$ cat src/rtl/em_drv_pkg.sv
// rtl/em_drv_pkg.sv - shared states, bridge drive codes and counter sizing for the magnet driver
package em_drv_pkg;

  typedef enum logic [2:0] {
    IDLE,
    KICK,
    HOLD,
    DEAD_A,
    DEGAUSS,
    DEAD_B
  } em_state_t;

  localparam logic [1:0] EM_OFF = 2'b00;
  localparam logic [1:0] EM_FWD = 2'b01;
  localparam logic [1:0] EM_REV = 2'b10;

  // One width for the phase and pwm counters: wide enough for the longest phase
  function automatic int cnt_width(input int a, input int b, input int c, input int d);
    int m;
    m = a;
    if (b > m) m = b;
    if (c > m) m = c;
    if (d > m) m = d;
    return $clog2(m + 1);
  endfunction

endpackage

$ cat src/rtl/em_channel.sv
// rtl/em_channel.sv - one magnet channel: kick, pwm hold, dead-timed degauss on release
module em_channel
  import em_drv_pkg::*;
#(
  parameter int KICK_CYC    = 50000,
  parameter int PWM_PERIOD  = 100,
  parameter int HOLD_DUTY   = 40,
  parameter int DEAD_CYC    = 10,
  parameter int DEGAUSS_CYC = 5000
) (
  input  logic       clk,
  input  logic       rst_n,
  input  logic       pick,
  output logic [1:0] emo,
  output logic       held,
  output logic       busy
);

  localparam int CW = cnt_width(KICK_CYC, DEGAUSS_CYC, DEAD_CYC, PWM_PERIOD);
  localparam logic [CW-1:0] KICK_LAST = CW'(KICK_CYC - 1);
  localparam logic [CW-1:0] DEAD_LAST = CW'(DEAD_CYC - 1);
  localparam logic [CW-1:0] DEG_LAST  = CW'(DEGAUSS_CYC - 1);
  localparam logic [CW-1:0] PWM_LAST  = CW'(PWM_PERIOD - 1);
  localparam logic [CW-1:0] DUTY      = CW'(HOLD_DUTY);

  em_state_t     state, state_n;
  logic [CW-1:0] cnt, cnt_n;
  logic [CW-1:0] pwm_cnt, pwm_n;
  logic [1:0]    emo_n;
  logic          held_n, busy_n;

  // State, counters and the registered bridge drive; reset drops the bridge to 00 at once
  always_ff @(posedge clk or negedge rst_n) begin
    if (!rst_n) begin
      state   <= IDLE;
      cnt     <= '0;
      pwm_cnt <= '0;
      emo     <= EM_OFF;
      held    <= 1'b0;
      busy    <= 1'b0;
    end else begin
      state   <= state_n;
      cnt     <= cnt_n;
      pwm_cnt <= pwm_n;
      emo     <= emo_n;
      held    <= held_n;
      busy    <= busy_n;
    end
  end

  // Next state and drive; only KICK/HOLD respond to pick, the release sequence always runs out
  always_comb begin
    state_n = state;
    cnt_n   = cnt;
    pwm_n   = pwm_cnt;
    emo_n   = EM_OFF;
    held_n  = 1'b0;
    busy_n  = (state != IDLE);
    case (state)
      IDLE: begin
        if (pick) begin
          state_n = KICK;
          cnt_n   = '0;
        end
      end
      KICK: begin
        emo_n = EM_FWD;
        if (!pick) begin
          state_n = DEAD_A;
          cnt_n   = '0;
        end else if (cnt == KICK_LAST) begin
          state_n = HOLD;
          cnt_n   = '0;
          pwm_n   = '0;
        end else begin
          cnt_n = cnt + CW'(1);
        end
      end
      HOLD: begin
        emo_n  = (pwm_cnt < DUTY) ? EM_FWD : EM_OFF;
        held_n = 1'b1;
        pwm_n  = (pwm_cnt == PWM_LAST) ? '0 : pwm_cnt + CW'(1);
        if (!pick) begin
          state_n = DEAD_A;
          cnt_n   = '0;
        end
      end
      DEAD_A: begin
        if (cnt == DEAD_LAST) begin
          state_n = DEGAUSS;
          cnt_n   = '0;
        end else begin
          cnt_n = cnt + CW'(1);
        end
      end
      DEGAUSS: begin
        emo_n = EM_REV;
        if (cnt == DEG_LAST) begin
          state_n = DEAD_B;
          cnt_n   = '0;
        end else begin
          cnt_n = cnt + CW'(1);
        end
      end
      DEAD_B: begin
        if (cnt == DEAD_LAST) begin
          state_n = IDLE;
          cnt_n   = '0;
        end else begin
          cnt_n = cnt + CW'(1);
        end
      end
      default: begin
        state_n = IDLE;
        cnt_n   = '0;
      end
    endcase
  end

endmodule

$ cat src/rtl/em_multi_driver.sv
// rtl/em_multi_driver.sv - N independent electromagnet channels onto the H-bridge pins
module em_multi_driver
  import em_drv_pkg::*;
#(
  parameter int N_CH        = 2,
  parameter int KICK_CYC    = 50000,
  parameter int PWM_PERIOD  = 100,
  parameter int HOLD_DUTY   = 40,
  parameter int DEAD_CYC    = 10,
  parameter int DEGAUSS_CYC = 5000
) (
  input  logic              clk,
  input  logic              rst_n,
  input  logic [N_CH-1:0]   pick,
  output logic [2*N_CH-1:0] emo,
  output logic [N_CH-1:0]   held,
  output logic [N_CH-1:0]   busy
);

  for (genvar i = 0; i < N_CH; i++) begin : g_ch
    em_channel #(
      .KICK_CYC    (KICK_CYC),
      .PWM_PERIOD  (PWM_PERIOD),
      .HOLD_DUTY   (HOLD_DUTY),
      .DEAD_CYC    (DEAD_CYC),
      .DEGAUSS_CYC (DEGAUSS_CYC)
    ) u_ch (
      .clk   (clk),
      .rst_n (rst_n),
      .pick  (pick[i]),
      .emo   (emo[2*i+1:2*i]),
      .held  (held[i]),
      .busy  (busy[i])
    );
  end

endmodule

$ cat config.mk
export PLATFORM = sky130hd
export DESIGN_NAME = em_multi_driver
export DESIGN_NICKNAME = d
export VERILOG_FILES = /design/src/rtl/em_drv_pkg.sv /design/src/rtl/em_channel.sv /design/src/rtl/em_multi_driver.sv
export SDC_FILE = /design/constraint.sdc
export NUM_CORES = 1
export LEC_CHECK = 0
export CORE_UTILIZATION = 34
export CTS_BUF_LIST = sky130_fd_sc_hd__clkbuf_8
export DETAILED_ROUTE_END_ITERATION = 8
export SLEW_MARGIN = 40
export SYNTH_ARGS = -nofsm -noshare
export SYNTH_HDL_FRONTEND = slang
export SYNTH_SLANG_ARGS = --single-unit
$ cat constraint.sdc
create_clock -name clk -period 2.07 [get_ports clk]
set_clock_uncertainty 0.15 [all_clocks]
set_input_delay 0.414 -clock clk [delete_from_list [all_inputs] [get_ports clk]]
set_output_delay 0.414 -clock clk [all_outputs]
set_load 0.05 [all_outputs]
=== Yosys cells after proc, flatten, opt, wreduce, memory -nomap -nowiden ===
Index checks and enable logic that the tools add are counted.

* Add/subtract/negate cells: 4
* $lt $le $gt $ge: 2
* Equality and inequality tests: 34
* Muxes and demuxes: 44
* Reductions and logical operators: 14

{| class="wikitable"
|+ Operator list
! cell !! number
|-
| $mux W16 || 18
|-
| $pmux W16 S5 || 2
|-
| $add A16 B1 Y16 const B || 4
|-
| $pmux W16 S2 || 2
|-
| $mux W3 || 14
|-
| $pmux W3 S6 || 2
|-
| $eq A16 B13 Y1 const B || 2
|-
| $eq A16 B16 Y1 const B || 2
|-
| $eq A16 B4 Y1 const B || 2
|-
| $eq A16 B7 Y1 const B || 2
|-
| $lt A16 B6 Y1 const B || 2
|-
| $ne A2 B1 Y1 const B || 8
|-
| $eq A3 B2 Y1 const B || 4
|-
| $eq A3 B3 Y1 const B || 4
|-
| $ne A2 B2 Y1 const B || 6
|-
| $pmux W2 S3 || 2
|-
| $reduce_and A6 Y1 || 2
|-
| $eq A3 B1 Y1 const B || 2
|-
| $logic_not A3 Y1 || 2
|-
| $ne A3 B2 Y1 const B || 2
|-
| $reduce_and A3 Y1 || 2
|-
| $reduce_bool A3 Y1 || 2
|-
| $mux W1 || 4
|-
| $reduce_and A2 Y1 || 2
|-
| other kinds (2) || 4
|}

* Bits in registers: 78
* Input bits: 4
* Output and inout port bits: 8
* Logic and storage cells: 110

=== Logic depth before layout (Yosys ltp) ===
* Word-level depth: 4
* Depth in mapped cells: 9
* Mapped depth without buffers: 8

=== By module ===
From an unflattened synthesis, not the netlist that was laid out.

* Cells, all modules: 487
* Area total of the unflattened synthesis: 4435.5 um^2

{| class="wikitable"
|+ Modules (own cells, without submodules)
! module !! times used !! cells each !! area an instance (um^2) !! sequential area each (um^2)
|-
| em_channel at g_ch[0].u_ch || 1 || 252 || 2273.4 || 975.9
|-
| em_channel at g_ch[1].u_ch || 1 || 235 || 2162.1 || 975.9
|}

=== Least setup slack after synthesis ===
No wires, ideal clock.

* Path type: flip-flop to flip-flop
* Start point: register g_ch[1].u_ch.cnt[0]
* End point: register g_ch[1].u_ch.pwm_cnt[8]
* Setup time: 0.129 ns
* Data arrival time: 1.972 ns
* Required time: 1.791 ns
* Slack: -0.181 ns
* Stages on the path, launching flop included: 8
* Buffers on the path: 0
* Period minus slack after synthesis: 2.251 ns
* Cells stage by stage: dfrtp_1 > ha_1 > nand3_2 > or3_1 > o41a_4 > nor4b_4 > xnor2_1 > nor2_2

* Cells in the longest elaborated chain, start to end: 3

{| class="wikitable"
|+ Ends and longest elaborated chain
! what !! line !! source
|-
| start: declaration || em_channel.sv:27 || <nowiki>logic [CW-1:0] cnt, cnt_n;</nowiki>
|-
| start signal: assignment || em_channel.sv:43 || <nowiki>cnt <= cnt_n;</nowiki>
|-
| $eq A16 B16 Y1 || em_channel.sv:71 || <nowiki>end else if (cnt == KICK_LAST) begin</nowiki>
|-
| $ne A2 B1 Y1 (no source line) || n/a ||
|-
| $reduce_and A3 Y1 (no source line) || n/a ||
|-
| end signal: assignment || em_channel.sv:44 || <nowiki>pwm_cnt <= pwm_n;</nowiki>
|-
| end: declaration || em_channel.sv:28 || <nowiki>logic [CW-1:0] pwm_cnt, pwm_n;</nowiki>
|}

Every way passes these cells.
A chain may end at the register's enable or synchronous reset.

=== Worst setup path in the final report ===
* Start point: register g_ch[1].u_ch.cnt[15]
* End point: register g_ch[1].u_ch.cnt[3]

* Cells in the longest elaborated chain, start to end: 4
* Elaborated cells between the ends (all ways): 8
* Classes of those cells: eq/ne: 3; mux: 5

{| class="wikitable"
|+ Ends and longest elaborated chain
! what !! line !! source
|-
| $eq A16 B16 Y1 || em_channel.sv:71 ||
|-
| $mux W16 || em_channel.sv:71 ||
|-
| $mux W16 || em_channel.sv:68 || <nowiki>if (!pick) begin</nowiki>
|-
| $pmux W16 S5 * || em_channel.sv:59 || <nowiki>case (state)</nowiki>
|}

Every way passes the cells marked *; elsewhere a longest branch is shown, timed or not.

==> impl_results.md <==
* Starting Density at 35.5%
* Total power at 0.00689 W
* Number of nets produced by synthesis at 499
* Cells after Synth at 488
* Number of flip-flops and latches in the synthesized netlist at 78
* Syn-to-layout area delta at 44.0%
* Fraction of final layout cells with drive strength greater than 1 at 36.1%
* I/O pin count at 12
* Worst-case headroom to the max-slew limit at 65.6%
* Crit start category: flop
* Worst-case setup margin in the final layout at -0.146 ns
* Number of endpoints with negative hold slack in the final report at 0
* CORE AREA at 12200 µm²
* Final number of max-transition violations at 0
* Period minus WS final at 2.22 ns
* First-pass GRT wire length at 19000 µm
* Number of buffer cells added on primary ports at 11
* Type of the worst setup path: reg2reg
* Count of inserted antenna diode cells at 0
* DRC violation total after the first TritonRoute iteration at 184
* Dominant register cell in the synthesized netlist: sky130_fd_sc_hd__dfrtp_1
* Via count of the first global-routing pass at 4065
* Total wire length at 11800 µm
* DR vias/cell at 5.33
* Die Ht at 115 µm
* Post-Synthesis Mean Instance Area at 8.88 µm²
* Static power due to leakage at 2.82 nW
* Pin count of the biggest net entering global routing at 41
* Final net count at 623
* Peak supply drop at 620 µV
* Fill cell count at 1133
* Actual slew at the worst max-slew pin at 0.517 ns
* Count of max-cap constraint violations at 0
* Clock buffers created by TritonCTS at 9
* CP required at 2.17 ns
* Proportion of register bits with asynchronous set or reset after synthesis at 100%
* Routed via count at 4185
* Final Core Density at 51.1%
* Share of the cycle needed by the critical path after routing at 107%
* Final routed DRC violation total at 0
* Clock slew at the register clock pins of the worst setup and hold paths at 0.08 ns
* Final number of setup-violating endpoints at 46
* Result of the run: finished, violations left
* Worst endpoint data arrival time at 2.32 ns
* Count of cell types in the netlist at 56
* Maximum clock path buffer count at 2
* Highest clock rate at 451 MHz
* Proportion of synthesized chip area in sequential cells at 45.0%
* Overflow left after global routing at 0
* RSZ-0062 raised after global routing: true
* Clock tree from TritonCTS: done
* Pre-CTS setup slack at -0.251 ns
* Placed Cells at 747
* EDFF count, synth at 0
* Hold Path Class: reg2reg
* Clock Root Buffer: sky130_fd_sc_hd__clkbuf_8
* TritonCTS sink count at 78
* Post-route non-filler standard cell count at 785
* Cell area after technology mapping at 4340 µm²
* Number of iterations in the first detailed-routing pass at 5
* Number of warning messages in the yosys log at 0
* Weighted congestion at the end of routability-driven global placement at 0.814
* Clock network latency to the later pin of the worst-skew pair at 0.37 ns
* CP endpoint kind: flop
* Violations in the final reports: setup timing
* Antenna violations before repair at 0
* Row count at 40
* Full die area at 13200 µm²
* Die width at 115 µm
* Wirelength per Cell at 15.1 µm
* Residual antenna-violating net count after detailed routing at 0
* Detailed placement HPWL at 7450 µm
* Total power density per cell area at 1100 nW/µm²
* Global-route usage over all layers at 18.2%
* Number of H-tree levels at 3
* Crit path max fanout at 5
[flip-flops by register name, summed over array words and instances (netlist names)]
name and cells:
g_ch.u_ch.busy 2, g_ch.u_ch.cnt 32, g_ch.u_ch.emo 4, g_ch.u_ch.held 2, g_ch.u_ch.pwm_cnt 32, g_ch.u_ch.state 6
[synth_stat cells (all sizes together) (3+ instances only)]
master	instances	share of area, %
a21o	8	1.4
a21oi	19	2.2
a22o	5	1.0
a31oi	10	1.4
and3	11	1.6
and4	4	0.81
buf	8	1.2
clkbuf	12	1.0
dfrtp	78	45
ha	7	2.0
inv	20	1.7
nand2	33	2.9
nand2b	8	1.2
nand3	34	4.2
nand4	7	1.0
nand4b	3	0.61
nor2	52	4.6
nor2b	5	0.72
nor3	18	2.2
nor3b	6	1.0
nor4	9	1.4
o21ai	56	6.5
o31ai	8	1.4
o41ai	3	0.61
or2	4	0.58
or3	15	2.2
xnor2	13	2.6
[worst max-delay path, stage by stage (launching register included)]
cell and delay (ns):
sky130_fd_sc_hd__dfrtp_1 0.41, sky130_fd_sc_hd__or3_1 0.43, sky130_fd_sc_hd__o31ai_1 0.31, sky130_fd_sc_hd__buf_4 0.19
sky130_fd_sc_hd__and3_4 0.22, sky130_fd_sc_hd__buf_6 0.12, sky130_fd_sc_hd__o21ai_0 0.08, sky130_fd_sc_hd__a22o_1 0.20
[per-stage QoR]
step | hold WS (ns) | cell area, µm² | setup TNS (ns)
floorplan | -0.0316 | 4350 | -2.91
global placement | 0.276 | 5350 | -6.66
detailed placement | 0.281 | 5350 | -7.85
CTS | 0.366 | 5880 | -3.32
global route | 0.386 | 6240 | -10.11
finish | 0.351 | 6240 | -3.21
[cell type report]
cell class / count / area, µm² / share of cell area (%)
clock buffer: 10 / 138 / 2.20
clock inverter: 6 / 77.6 / 1.24
inverter: 20 / 75.1 / 1.20
multi-input combinational: 372 / 2640 / 42.2
sequential: 78 / 1950 / 31.3
tap: 168 / 210 / 3.37
timing repair buffer: 131 / 1150 / 18.5
[what timing repair did]
| action | CTS | global route |
|---|---|---|
| pin swaps | 26 | 41 |
| hold endpoints to repair | 37 | 0 |
| cloned | 3 | 3 |
| gates resized for setup | 55 | 100 |
| hold buffers | 1 | 0 |
| setup buffers | 8 | 10 |
| endpoints found under the setup margin | 62 | 70 |
[path summary, 6_finish.rpt]
| kind | from | to | slack [ns] | cells after the start |
|---|---|---|---|---|
| setup / recovery | g_ch[1].u_ch.cnt[15] | g_ch[1].u_ch.cnt[3] | -0.15 | 7 |
| hold / removal | g_ch[0].u_ch.pwm_cnt[0] | g_ch[0].u_ch.pwm_cnt[0] | 0.35 | 1 |
| setup reg to reg | g_ch[1].u_ch.cnt[15] | g_ch[1].u_ch.cnt[3] | -0.15 | 7 |
| hold reg to reg | g_ch[0].u_ch.pwm_cnt[0] | g_ch[0].u_ch.pwm_cnt[0] | 0.35 | 1 |
| max in group asynchronous | rst_n | g_ch[1].u_ch.pwm_cnt[3] | 0.78 | 3 |
| min in group asynchronous | rst_n | g_ch[0].u_ch.busy | 0.42 | 2 |
[layer usage]
metal	wire length, µm	part of all wire (%)	GRT usage [%]
met1	5350	45	22.7
met3	388	3.3	4.22
met4	206	1.7	5.89
met2	5890	50	31.1
met5	0	0	0
[placed cells by master (no fill, tap or decap), drive strengths merged, types with 7 or more instances in the layout]
master | Yosys | layout
clkbuf | 12 | 11
inv | 20 | 22
a31oi | 10 | 10
o21ai | 56 | 56
nand4 | 7 | 7
o31ai | 8 | 8
a21o | 8 | 8
and3 | 11 | 11
nand2b | 8 | 8
or3 | 15 | 15
buf | 8 | 119
dfrtp | 78 | 78
nand3 | 34 | 34
nand2 | 33 | 33
xnor2 | 13 | 13
a21oi | 19 | 19
nor2 | 52 | 52
nor4 | 9 | 9
nor3 | 18 | 18
ha | 7 | 7
[power breakdown]
group	leakage, nW	total, W	switching [W]	internal, W
Sequential	1.05	0.00193	0.000185	0.00175
Clock	0.119	0.00128	0.000578	0.000700
Combinational	1.66	0.00368	0.00196	0.00172
[logic make-up (layout without fill, tap and decap cells)]
family	count (synthesis)	in the layout	synth area share, %
simple gates	219	219	27.2
compound gates	126	128	18.0
flops	78	78	45.0
buf+inv	40	167	3.98
xor+xnor	15	15	3.03
fa+ha+maj	7	7	2.02
mux	3	3	0.722
No activity file was read; power rests on OpenSTA's default activity.
